File: src/rtl/uart_rx_frame_if.sv
// Output word handshake for uart_rx_frame: data word plus error flags with valid/ready.
// The receiver drives the master side; the byte consumer uses the slave side.
interface uart_rx_frame_if #(
    parameter int DBITS = 8
);
    logic [DBITS-1:0] rxdata;
    logic             rxvalid;
    logic             rxready;
    logic             perr;
    logic             ferr;

    modport master (output rxdata, rxvalid, perr, ferr, input rxready);
    modport slave  (input rxdata, rxvalid, perr, ferr, output rxready);
endinterface

File: src/rtl/uart_rx_frame.sv
// Oversampling UART receiver with configurable frame format and a valid/ready output buffer.
// Define UART_RX_FIFO_EN for a FIFO_DEPTH-entry FWFT FIFO; otherwise a single holding register.
module uart_rx_frame #(
    parameter int SCYCLE     = 50_000_000,
    parameter int BAUDRATE   = 9600,
    parameter int DBITS      = 8,
    parameter int PARITY     = 0,
    parameter int STOPBITS   = 1,
    parameter int OVS        = 16,
    parameter int FIFO_DEPTH = 4
) (
    input  logic            clk_i,
    input  logic            rst_ni,
    input  logic            rx_i,
    uart_rx_frame_if.master rx_o,
    output logic            rxbusy_o,
    output logic            overrun_o
);
    localparam int DIV  = SCYCLE / (BAUDRATE * OVS);
    localparam int DIVW = (DIV >= 2) ? $clog2(DIV) : 1;
    localparam int SUBW = $clog2(OVS);
    localparam int FW   = DBITS + 2;

    generate
        if (DIV < 2) begin : g_bad_div
            $error("uart_rx_frame: SCYCLE/(BAUDRATE*OVS) must be >= 2");
        end
        if (DBITS < 5 || DBITS > 9 || PARITY > 2 || STOPBITS < 1 || STOPBITS > 2
            || OVS < 8 || (OVS % 2) != 0) begin : g_bad_fmt
            $error("uart_rx_frame: unsupported frame format parameters");
        end
        if (FIFO_DEPTH < 2 || (FIFO_DEPTH & (FIFO_DEPTH - 1)) != 0) begin : g_bad_depth
            $error("uart_rx_frame: FIFO_DEPTH must be a power of 2 >= 2");
        end
    endgenerate

    typedef enum logic [2:0] {S_IDLE, S_START, S_DATA, S_PARITY, S_STOP} state_e;

    state_e            state_q;
    logic              rx_meta_q, rxs_q;
    logic [DIVW-1:0]   div_q;
    logic [SUBW-1:0]   sub_q;
    logic [3:0]        bcnt_q;
    logic              s0_q, s1_q;
    logic [DBITS-1:0]  data_q;
    logic              perr_q, ferr_q;
    logic              overrun_q;

    logic              tick, resolve, sample, push, full, pop;
    logic [FW-1:0]     push_word, out_word;
    logic              out_vld;

    assign tick    = (state_q != S_IDLE) && (div_q == DIVW'(DIV - 1));
    assign resolve = tick && (sub_q == SUBW'(OVS / 2 + 1));
    // Third vote is the live synchronised value at the resolving sub-count.
    assign sample  = (s0_q & s1_q) | (s0_q & rxs_q) | (s1_q & rxs_q);
    assign push    = resolve && (state_q == S_STOP) && (bcnt_q == 4'(STOPBITS - 1));
    assign push_word = {perr_q, ferr_q | ~sample, data_q};

    always_ff @(posedge clk_i or negedge rst_ni) begin
        if (!rst_ni) begin
            rx_meta_q <= 1'b1;
            rxs_q     <= 1'b1;
            state_q   <= S_IDLE;
            div_q     <= '0;
            sub_q     <= '0;
            bcnt_q    <= '0;
            s0_q      <= 1'b1;
            s1_q      <= 1'b1;
            data_q    <= '0;
            perr_q    <= 1'b0;
            ferr_q    <= 1'b0;
        end else begin
            rx_meta_q <= rx_i;
            rxs_q     <= rx_meta_q;

            // Bit timing restarts from the start edge so mid-bit sampling stays centred.
            if (state_q == S_IDLE) begin
                div_q <= '0;
                sub_q <= '0;
            end else if (tick) begin
                div_q <= '0;
                sub_q <= (sub_q == SUBW'(OVS - 1)) ? '0 : sub_q + 1'b1;
            end else begin
                div_q <= div_q + 1'b1;
            end

            if (tick && sub_q == SUBW'(OVS / 2 - 1)) s0_q <= rxs_q;
            if (tick && sub_q == SUBW'(OVS / 2))     s1_q <= rxs_q;

            case (state_q)
                S_IDLE: if (!rxs_q) begin
                    state_q <= S_START;
                    bcnt_q  <= '0;
                    perr_q  <= 1'b0;
                    ferr_q  <= 1'b0;
                end
                S_START: if (resolve) state_q <= sample ? S_IDLE : S_DATA;
                S_DATA: if (resolve) begin
                    data_q <= {sample, data_q[DBITS-1:1]};
                    if (bcnt_q == 4'(DBITS - 1)) begin
                        bcnt_q  <= '0;
                        state_q <= (PARITY != 0) ? S_PARITY : S_STOP;
                    end else begin
                        bcnt_q <= bcnt_q + 1'b1;
                    end
                end
                S_PARITY: if (resolve) begin
                    perr_q  <= (PARITY == 1) ? (sample == ^data_q) : (sample != ^data_q);
                    state_q <= S_STOP;
                end
                S_STOP: if (resolve) begin
                    if (!sample) ferr_q <= 1'b1;
                    if (bcnt_q == 4'(STOPBITS - 1)) state_q <= S_IDLE;
                    else                            bcnt_q  <= bcnt_q + 1'b1;
                end
                default: state_q <= S_IDLE;
            endcase
        end
    end

`ifdef UART_RX_FIFO_EN
    localparam int AW = $clog2(FIFO_DEPTH);

    logic [FW-1:0] mem_q [FIFO_DEPTH];
    logic [AW:0]   wptr_q, rptr_q;
    logic          empty;

    assign empty = (wptr_q == rptr_q);
    assign full  = (wptr_q[AW] != rptr_q[AW]) && (wptr_q[AW-1:0] == rptr_q[AW-1:0]);
    assign pop   = !empty && rx_o.rxready;

    always_ff @(posedge clk_i or negedge rst_ni) begin
        if (!rst_ni) begin
            wptr_q <= '0;
            rptr_q <= '0;
            for (int i = 0; i < FIFO_DEPTH; i++) mem_q[i] <= '0;
        end else begin
            if (push && (!full || pop)) begin
                mem_q[wptr_q[AW-1:0]] <= push_word;
                wptr_q <= wptr_q + 1'b1;
            end
            if (pop) rptr_q <= rptr_q + 1'b1;
        end
    end

    assign out_vld  = !empty;
    assign out_word = mem_q[rptr_q[AW-1:0]];
`else
    logic [FW-1:0] hold_q;
    logic          hvld_q;

    assign full = hvld_q;
    assign pop  = hvld_q && rx_o.rxready;

    always_ff @(posedge clk_i or negedge rst_ni) begin
        if (!rst_ni) begin
            hold_q <= '0;
            hvld_q <= 1'b0;
        end else if (push && (!full || pop)) begin
            hold_q <= push_word;
            hvld_q <= 1'b1;
        end else if (pop) begin
            hvld_q <= 1'b0;
        end
    end

    assign out_vld  = hvld_q;
    assign out_word = hold_q;
`endif

    always_ff @(posedge clk_i or negedge rst_ni) begin
        if (!rst_ni) overrun_q <= 1'b0;
        else         overrun_q <= push && full && !pop;
    end

    assign rx_o.rxvalid = out_vld;
    assign rx_o.perr    = out_word[FW-1];
    assign rx_o.ferr    = out_word[FW-2];
    assign rx_o.rxdata  = out_word[DBITS-1:0];
    assign rxbusy_o     = (state_q != S_IDLE);
    assign overrun_o    = overrun_q;
endmodule

File: src/flat_wrapper.sv
// flat-port wrapper written by rule: the top's interface ports become plain ports
module uart_rx_frame_flat 
#(
    parameter int SCYCLE     = 50_000_000,
    parameter int BAUDRATE   = 9600,
    parameter int DBITS      = 8,
    parameter int PARITY     = 0,
    parameter int STOPBITS   = 1,
    parameter int OVS        = 16,
    parameter int FIFO_DEPTH = 4
)
  (clk_i, rst_ni, rx_i, rxbusy_o, overrun_o, rx_o_rxdata, rx_o_rxvalid, rx_o_perr, rx_o_ferr, rx_o_rxready);
  uart_rx_frame_if #(.DBITS(DBITS)) rx_o_i ();
  input  logic clk_i;
  input  logic rst_ni;
  input  logic rx_i;
  output logic rxbusy_o;
  output logic overrun_o;
  output wire logic [$bits(rx_o_i.rxdata)-1:0] rx_o_rxdata;
  output wire logic [$bits(rx_o_i.rxvalid)-1:0] rx_o_rxvalid;
  output wire logic [$bits(rx_o_i.perr)-1:0] rx_o_perr;
  output wire logic [$bits(rx_o_i.ferr)-1:0] rx_o_ferr;
  input wire logic [$bits(rx_o_i.rxready)-1:0] rx_o_rxready;
  assign rx_o_rxdata = rx_o_i.rxdata;
  assign rx_o_rxvalid = rx_o_i.rxvalid;
  assign rx_o_perr = rx_o_i.perr;
  assign rx_o_ferr = rx_o_i.ferr;
  assign rx_o_i.rxready = rx_o_rxready;
  uart_rx_frame #(.SCYCLE(SCYCLE), .BAUDRATE(BAUDRATE), .DBITS(DBITS), .PARITY(PARITY), .STOPBITS(STOPBITS), .OVS(OVS), .FIFO_DEPTH(FIFO_DEPTH)) u_core (.clk_i(clk_i), .rst_ni(rst_ni), .rx_i(rx_i), .rx_o(rx_o_i), .rxbusy_o(rxbusy_o), .overrun_o(overrun_o));
endmodule
File: config.mk
export PLATFORM = sky130hd
export DESIGN_NAME = uart_rx_frame_flat
export DESIGN_NICKNAME = d
export VERILOG_FILES = /design/src/rtl/uart_rx_frame_if.sv /design/src/rtl/uart_rx_frame.sv /design/src/flat_wrapper.sv
export SDC_FILE = /design/constraint.sdc
export NUM_CORES = 1
export LEC_CHECK = 0
export ABC_AREA = 1
export CORE_ASPECT_RATIO = 1.75
export CORE_MARGIN = 1
export CORE_UTILIZATION = 47
export DETAILED_ROUTE_END_ITERATION = 8
export PLACE_DENSITY_LB_ADDON = 0.15
export REMOVE_ABC_BUFFERS = 1
export SETUP_SLACK_MARGIN = 0.2
export SYNTH_ARGS = -nofsm -noshare
export SYNTH_HDL_FRONTEND = slang
export SYNTH_SLANG_ARGS = --single-unit
File: constraint.sdc
create_clock -name clk_i -period 2 [get_ports clk_i]
set_input_delay 0.4 -clock clk_i [delete_from_list [all_inputs] [get_ports clk_i]]
set_output_delay 0.4 -clock clk_i [all_outputs]
set_load 0.02 [all_outputs]
Word-level counts from Yosys, hierarchy flattened
Index checks and enable logic that the tools add are counted.
Word-level totals
  bits in registers: 46
  bits of input ports: 4
  output and inout port bits: 13
  word-level logic and storage cells: 99
Cells by class
  $add $sub $neg: 3
  equality and inequality tests: 20
  mux-type cells: 28
  bitwise operators: 7
  reduce and logical (&&, ||, !) cells: 27
Operator list (count)
  2-to-1 mux 4 bit: 8
  2-to-1 mux 3 bit: 7
  2-to-1 mux 9 bit: 2
  one-hot mux 3 bit (5 select lines): 1
  equality test 4 bit, second input constant: 3
  one-hot mux 4 bit (3 select lines): 1
  logical AND 1 bit: 10
  != test 2 x 1 -> 1 bit, second input constant: 5
  adder 9 x 1 -> 9 bit, second input constant: 1
  equality test 9 bit, second input constant: 1
  adder 4 x 1 -> 4 bit, second input constant: 2
  equality test 4 x 3 -> 1 bit, second input constant: 2
  != test 2 bit, second input constant: 4
  nonzero test 2 bit: 4
  parity 8 bit: 1
  AND reduction 7 bit: 1
  equality test 3 x 2 -> 1 bit, second input constant: 2
  2-to-1 mux 1 bit: 6
  nonzero test 3 bit: 2
  AND reduction 5 bit: 1
  logical NOT 4 bit: 1
  one-hot mux 1 bit (2 select lines): 2
  AND reduction 4 bit: 1
  AND 1 bit: 3
  other kinds (11): 14

Logic depth before layout (Yosys ltp)
  depth after elaboration: 7
  depth in mapped cells: 12
  mapped depth without buffers: 12

Least setup slack after synthesis
OpenSTA, ideal clock, no wires.
  path kind: reg-to-reg
  start point: reg u_core.div_q[0]
  end point: reg u_core.data_q[5]
  library setup time: 0.119 ns
  arrival: 1.390 ns
  data required time: 1.881 ns
  path slack: 0.491 ns
  cell stages (with the launch flop): 13
  buffers on the path: 1
  clock period less this slack: 1.509 ns
  path through: dfrtp_1 > inv_1 > ha_1 > nand2_1 > inv_1 > nand2_2 > nor2_8 > nand3_4 > inv_4 > nand2_4 > buf_6 > nand2_2 > o21ai_2
On the way
  cells in the longest elaborated chain, start to end: 4
Ends and longest elaborated chain
  from (decl): line uart_rx_frame.sv:41  | logic [DIVW-1:0] div_q;
  from (signal assigned): line uart_rx_frame.sv:85  | div_q <= div_q + 1'b1;
  equality test 9 bit: line uart_rx_frame.sv:53  | assign tick = (state_q != S_IDLE) && (div_q == DIVW'(DIV - 1));
  logical AND 1 bit: line uart_rx_frame.sv:53
  logical AND 1 bit: line uart_rx_frame.sv:54  | assign resolve = tick && (sub_q == SUBW'(OVS / 2 + 1));
  AND reduction 2 bit (no source line)
  to (signal assigned): line uart_rx_frame.sv:100  | data_q <= {sample, data_q[DBITS-1:1]};
  to (decl): line uart_rx_frame.sv:45  | logic [DBITS-1:0] data_q;
No other way between the ends.
A chain may end at the register's enable or synchronous reset.

Worst setup path after layout
  start point: reg u_core.hold_q[8]
  end point: out rx_o_ferr
RTL lines
  from (decl): line uart_rx_frame.sv:150  | logic [FW-1:0] hold_q;
  from (signal assigned): line uart_rx_frame.sv:161  | hold_q <= push_word;
  to (decl): line flat_wrapper.sv:22  | output wire logic [$bits(rx_o_i.ferr)-1:0] rx_o_ferr;
No word-level cell between the ends.

==> results <==
- Routability-driven placement finished with a final weighted congestion of 0.863.
- The first-pass GRT wire length is 8.83 mm.
- The final count of hold timing violations came to 0.
- The worst hold path class is input port to asynchronous set/reset pin.
- Measured along the x axis, the die boundary spans roughly 58 um.
- The number of endpoints failing setup at the final stage is 0.
- The flow ran to the end, and the final reports show no timing, DRC or antenna violations.
- For the worst-skew pair, the clock arrives at the later sink with an insertion delay of 0.30 ns.
- After synthesis, flip-flops and latches occupy 45.0% of the total area.
- The critical path capture point is rx_o_ferr.
- The highest attainable clock frequency is 600 MHz.
- The signal on the critical path passes through clkdlybuf4s50_1.
- The kind of cell adding the most delay to the critical path is buffers and inverters.
- The worst hold slack after final layout is 0.0569 ns.
- Counting flops with an async set or reset pin after synthesis yields a share of 100%.
- For the worst setup path, the data required time is 1.60 ns.
- The number of distinct standard cells referenced by the synthesized netlist is 32.
- The worst supply voltage drop on vdd is 0.000443 V.
- The overall track demand over capacity in global routing is roughly a fifth.
- For this run, the number of standard cells in the final layout without fillers is 405.
- The startpoint of the worst setup timing path is u_core.hold_q[8].
- In this run the worst path has a maximum fanout of 2.
- The buffering stage count on the worst path with inverters included is 1.
- The core footprint is approximately 5300 um2.
- The fraction of final layout cells sized beyond drive strength 1 is 13.1%.
- The clock network is responsible for 40.4% of the overall power.
- The sequential group share of total power is 57.9%.
- The net count of the finished layout is 360.
- The final critical-path share of the clock period is 83.3%.
- The number of sinks on the clock net is 46.
- The synthesis-to-finish area growth is 15.2%.
- The final layout contains routed wiring with a total length of approximately 5.0 mm.
- TritonCTS built the clock tree.
- After clock tree synthesis, the clock-pin slew on the worst setup and hold paths is 0.08 ns.
- By startpoint and endpoint, the worst setup path is classified as register to output port.
- The flop-to-flop setup slack is between 0.3 and 0.4 ns.
- The average routed wire per standard cell is 12.4 um.
- Once detailed placement completed, the half-perimeter wirelength came to roughly 3.8 mm.
- The flop and latch count out of synthesis is 46.
- The root buffer cell chosen for the clock tree is sky130_fd_sc_hd__clkbuf_8.
- The number of cells in the design after placement is a little under 400.
- The number of standard-cell rows in the floorplan is 35.
- Counting along the longest clock path gives a buffer depth of 2.
- Setup repair after global routing could not meet its margin everywhere.
- STA puts the critical path data arrival time at 1.27 ns.
- The analysis attributes to cell leakage a power of 1.47 nW.
- Once the floorplan was initialized, standard cells occupied 48.9% of the core.
- Headroom to the max-slew limit came out at 66.8%.
- The setup TNS is 0 ns.
- The quantity of I/O buffers inserted on ports is 16.
- The maximum single-stage delay on the critical path is approximately 0.60 ns.
- Clock skew on the completed layout was measured at 0.00456 ns.
- The number of primary I/O pins is 17.
- The number of enable flip-flop cells after synthesis is 0.
- The CTS buffer count is 5.
- The most common flop cell mapped by yosys is sky130_fd_sc_hd__dfrtp_1.
- The synthesized netlist occupies a cell area of 2570 um2.
- The switching power is about 0.00033 W.
- After detailed routing, the number of remaining DRC violations is 0.
- Entering global routing, the biggest net connects 27 pins.
- The initial antenna violation count is 0.
- Dividing the detail-routed via count by the number of cells gives 4.97.
- The worst setup path is launched from a register.
- The final-report max-slew violation count is 0.
- Measured in cells, the most critical reg-to-reg path has a length of 7.
- The worst register-to-register path ends at u_core.state_q[2].
- The gate count of the mapped netlist is between 300 and 400.
- The switching power as a share of total power is 20.1%.
- The final antenna-violating net count is 0.
- Across the run, the number of max-cap violations was 0.
- The cell with the biggest individual delay on the critical path is sky130_fd_sc_hd__clkdlybuf4s50_1.
- Measured along the y axis, the die boundary spans 99.8 um.
- The number of global-route vias before repair is 1978.
- The launch point of the worst reg-to-reg path is u_core.state_q[2].
- For this run, the number of Yosys warnings is 0.
- The cell area power density is 546 nW/um2.
- The synthesized area divided by synthesized cell count is slightly below 8 um2.
- For this block, the via count after detailed routing is 2012.
- The worst path in the final design needs a cycle of 1.67 ns, including I/O delays and setup.
- Cell internal power was estimated by the tool at 0.00129 W.
- Of the total power, combinational logic draws 1.8%.
- The cell depth of the worst setup path is 1.
- The die covers 5780 um2.
- In this run the number of H-tree levels came out at 2.
- The repair_antennas step left the layout with diodes totalling 0.
- The number of hold buffers added after cts is 0.
- At the pin with the least slew margin, the transition time is 0.498 ns.
- STA classifies the critical path endpoint as an output port.
- After global routing the overflow that remains totals 0.
- The number of detailed-route iterations in the first pass is 4.
- The iteration-0 DRC count of the detailed router is 85.
area by class of cell:
cell class	count	area (um2)
multi-input cells	217	1180
clock buffers	8	110
flip-flops and latches	46	1160
inverters	59	234
well taps	55	68.8
fillers	510	2290
repair buffers	20	205
power groups by stage:
stage / sequential, W / combinational, W / clock [W]
after floorplan: 0.000953 / 0.00000126 / 0
after global placement: 0.000953 / 0.0000300 / 0
after detailed placement: 0.000953 / 0.0000306 / 0
after CTS: 0.000935 / 0.0000306 / 0.000678
after global routing: 0.000936 / 0.0000338 / 0.000706
final: 0.000935 / 0.0000287 / 0.000652
through the flow:
stage	util (%)	total power (W)	worst slack (ns)	instance area [um2]
after global routing	56.3	0.00168	0.143	2960
after CTS	55.0	0.00164	0.206	2890
after global placement	52.9	0.000983	0.307	2780
after detailed placement	52.9	0.000984	0.299	2780
final	56.3	0.00162	0.334	2960
after floorplan	-	0.000954	0.474	2530
kinds of logic (layout without fill, tap and decap cells):
group | after synthesis | count (layout) | share of synthesized area [%]
AO/OA/AOI/OAI | 31 | 31 | 7.60
XOR/XNOR | 5 | 5 | 1.70
adder cells (fa/ha/maj) | 7 | 7 | 3.41
buffers and inverters | 64 | 87 | 10.1
flip-flops | 46 | 46 | 45.0
AND/OR/NAND/NOR | 173 | 174 | 32.2
cells in the mapped netlist, types with 2 or more instances:
master	instances	share of area, %
sky130_fd_sc_hd__nor3_1	6	1.2
sky130_fd_sc_hd__nor3b_1	2	0.58
sky130_fd_sc_hd__nand3_1	12	2.3
sky130_fd_sc_hd__nand4_1	16	3.9
sky130_fd_sc_hd__o21ai_2	9	3.1
sky130_fd_sc_hd__dfstp_2	4	4.1
sky130_fd_sc_hd__o21ai_1	4	0.78
sky130_fd_sc_hd__xor2_1	3	1.0
sky130_fd_sc_hd__o21ai_0	8	1.6
sky130_fd_sc_hd__o22ai_1	3	0.73
sky130_fd_sc_hd__nand3_4	2	1.4
sky130_fd_sc_hd__buf_6	2	0.88
sky130_fd_sc_hd__dfrtp_1	42	41
sky130_fd_sc_hd__inv_1	56	8.2
sky130_fd_sc_hd__ha_1	7	3.4
sky130_fd_sc_hd__nand2_2	5	1.2
sky130_fd_sc_hd__a21oi_1	6	1.2
sky130_fd_sc_hd__nand2_4	3	1.3
sky130_fd_sc_hd__nand2_1	98	14
sky130_fd_sc_hd__clkbuf_1	2	0.29
sky130_fd_sc_hd__nor2_1	24	3.5
sky130_fd_sc_hd__xnor2_1	2	0.68
worst min path at each step:
| stage | endpoint | slack [ns] |
|---|---|---|
| 2_1_floorplan | u_core.bcnt_q[0] | 0.10 |
| 3_3_place_gp | u_core.rxs_q | 0.35 |
| 3_5_place_dp | u_core.rxs_q | 0.35 |
| 4_1_cts | u_core.sub_q[1] | 0.08 |
| 5_1_grt | u_core.sub_q[3] | 0.1 |
| 6_report | u_core.data_q[5] | 0.06 |
cell usage in the layout, fill, tap and decap left out, types with 5 or more instances in the layout:
master / n
sky130_fd_sc_hd__a21oi_1: 5
sky130_fd_sc_hd__clkbuf_8: 8
sky130_fd_sc_hd__clkdlybuf4s50_1: 14
sky130_fd_sc_hd__dfrtp_1: 41
sky130_fd_sc_hd__ha_1: 7
sky130_fd_sc_hd__inv_1: 56
sky130_fd_sc_hd__nand2_1: 98
sky130_fd_sc_hd__nand2_2: 5
sky130_fd_sc_hd__nand3_1: 12
sky130_fd_sc_hd__nand4_1: 16
sky130_fd_sc_hd__nor2_1: 24
sky130_fd_sc_hd__nor3_1: 6
sky130_fd_sc_hd__o21ai_0: 8
sky130_fd_sc_hd__o21ai_2: 9
state kept, by name, indices dropped and copies added, names as in the netlist, 3 cells and up:
signal	flops
u_core.bcnt_q	4
u_core.data_q	8
u_core.sub_q	4
u_core.hold_q	10
u_core.state_q	3
u_core.div_q	9
repair_timing:
action	CTS	global route
endpoints found under the hold margin	0	0
cloned	0	1
setup endpoints to repair	1	25
buffers inserted	0	3
gates resized for setup	2	8
pin swaps	0	1
layer usage:
metal  global-route usage [%]  vias up  part of all wire (%)
met4                     8.06        0                   2.1
met2                     39.2       21                    58
met5                        0        -                     0
met1                     20.2      919                    38
li1                         -     1065                     -
met3                     3.87        7                   2.0
Note: power is estimated with default switching activity, not from simulation.
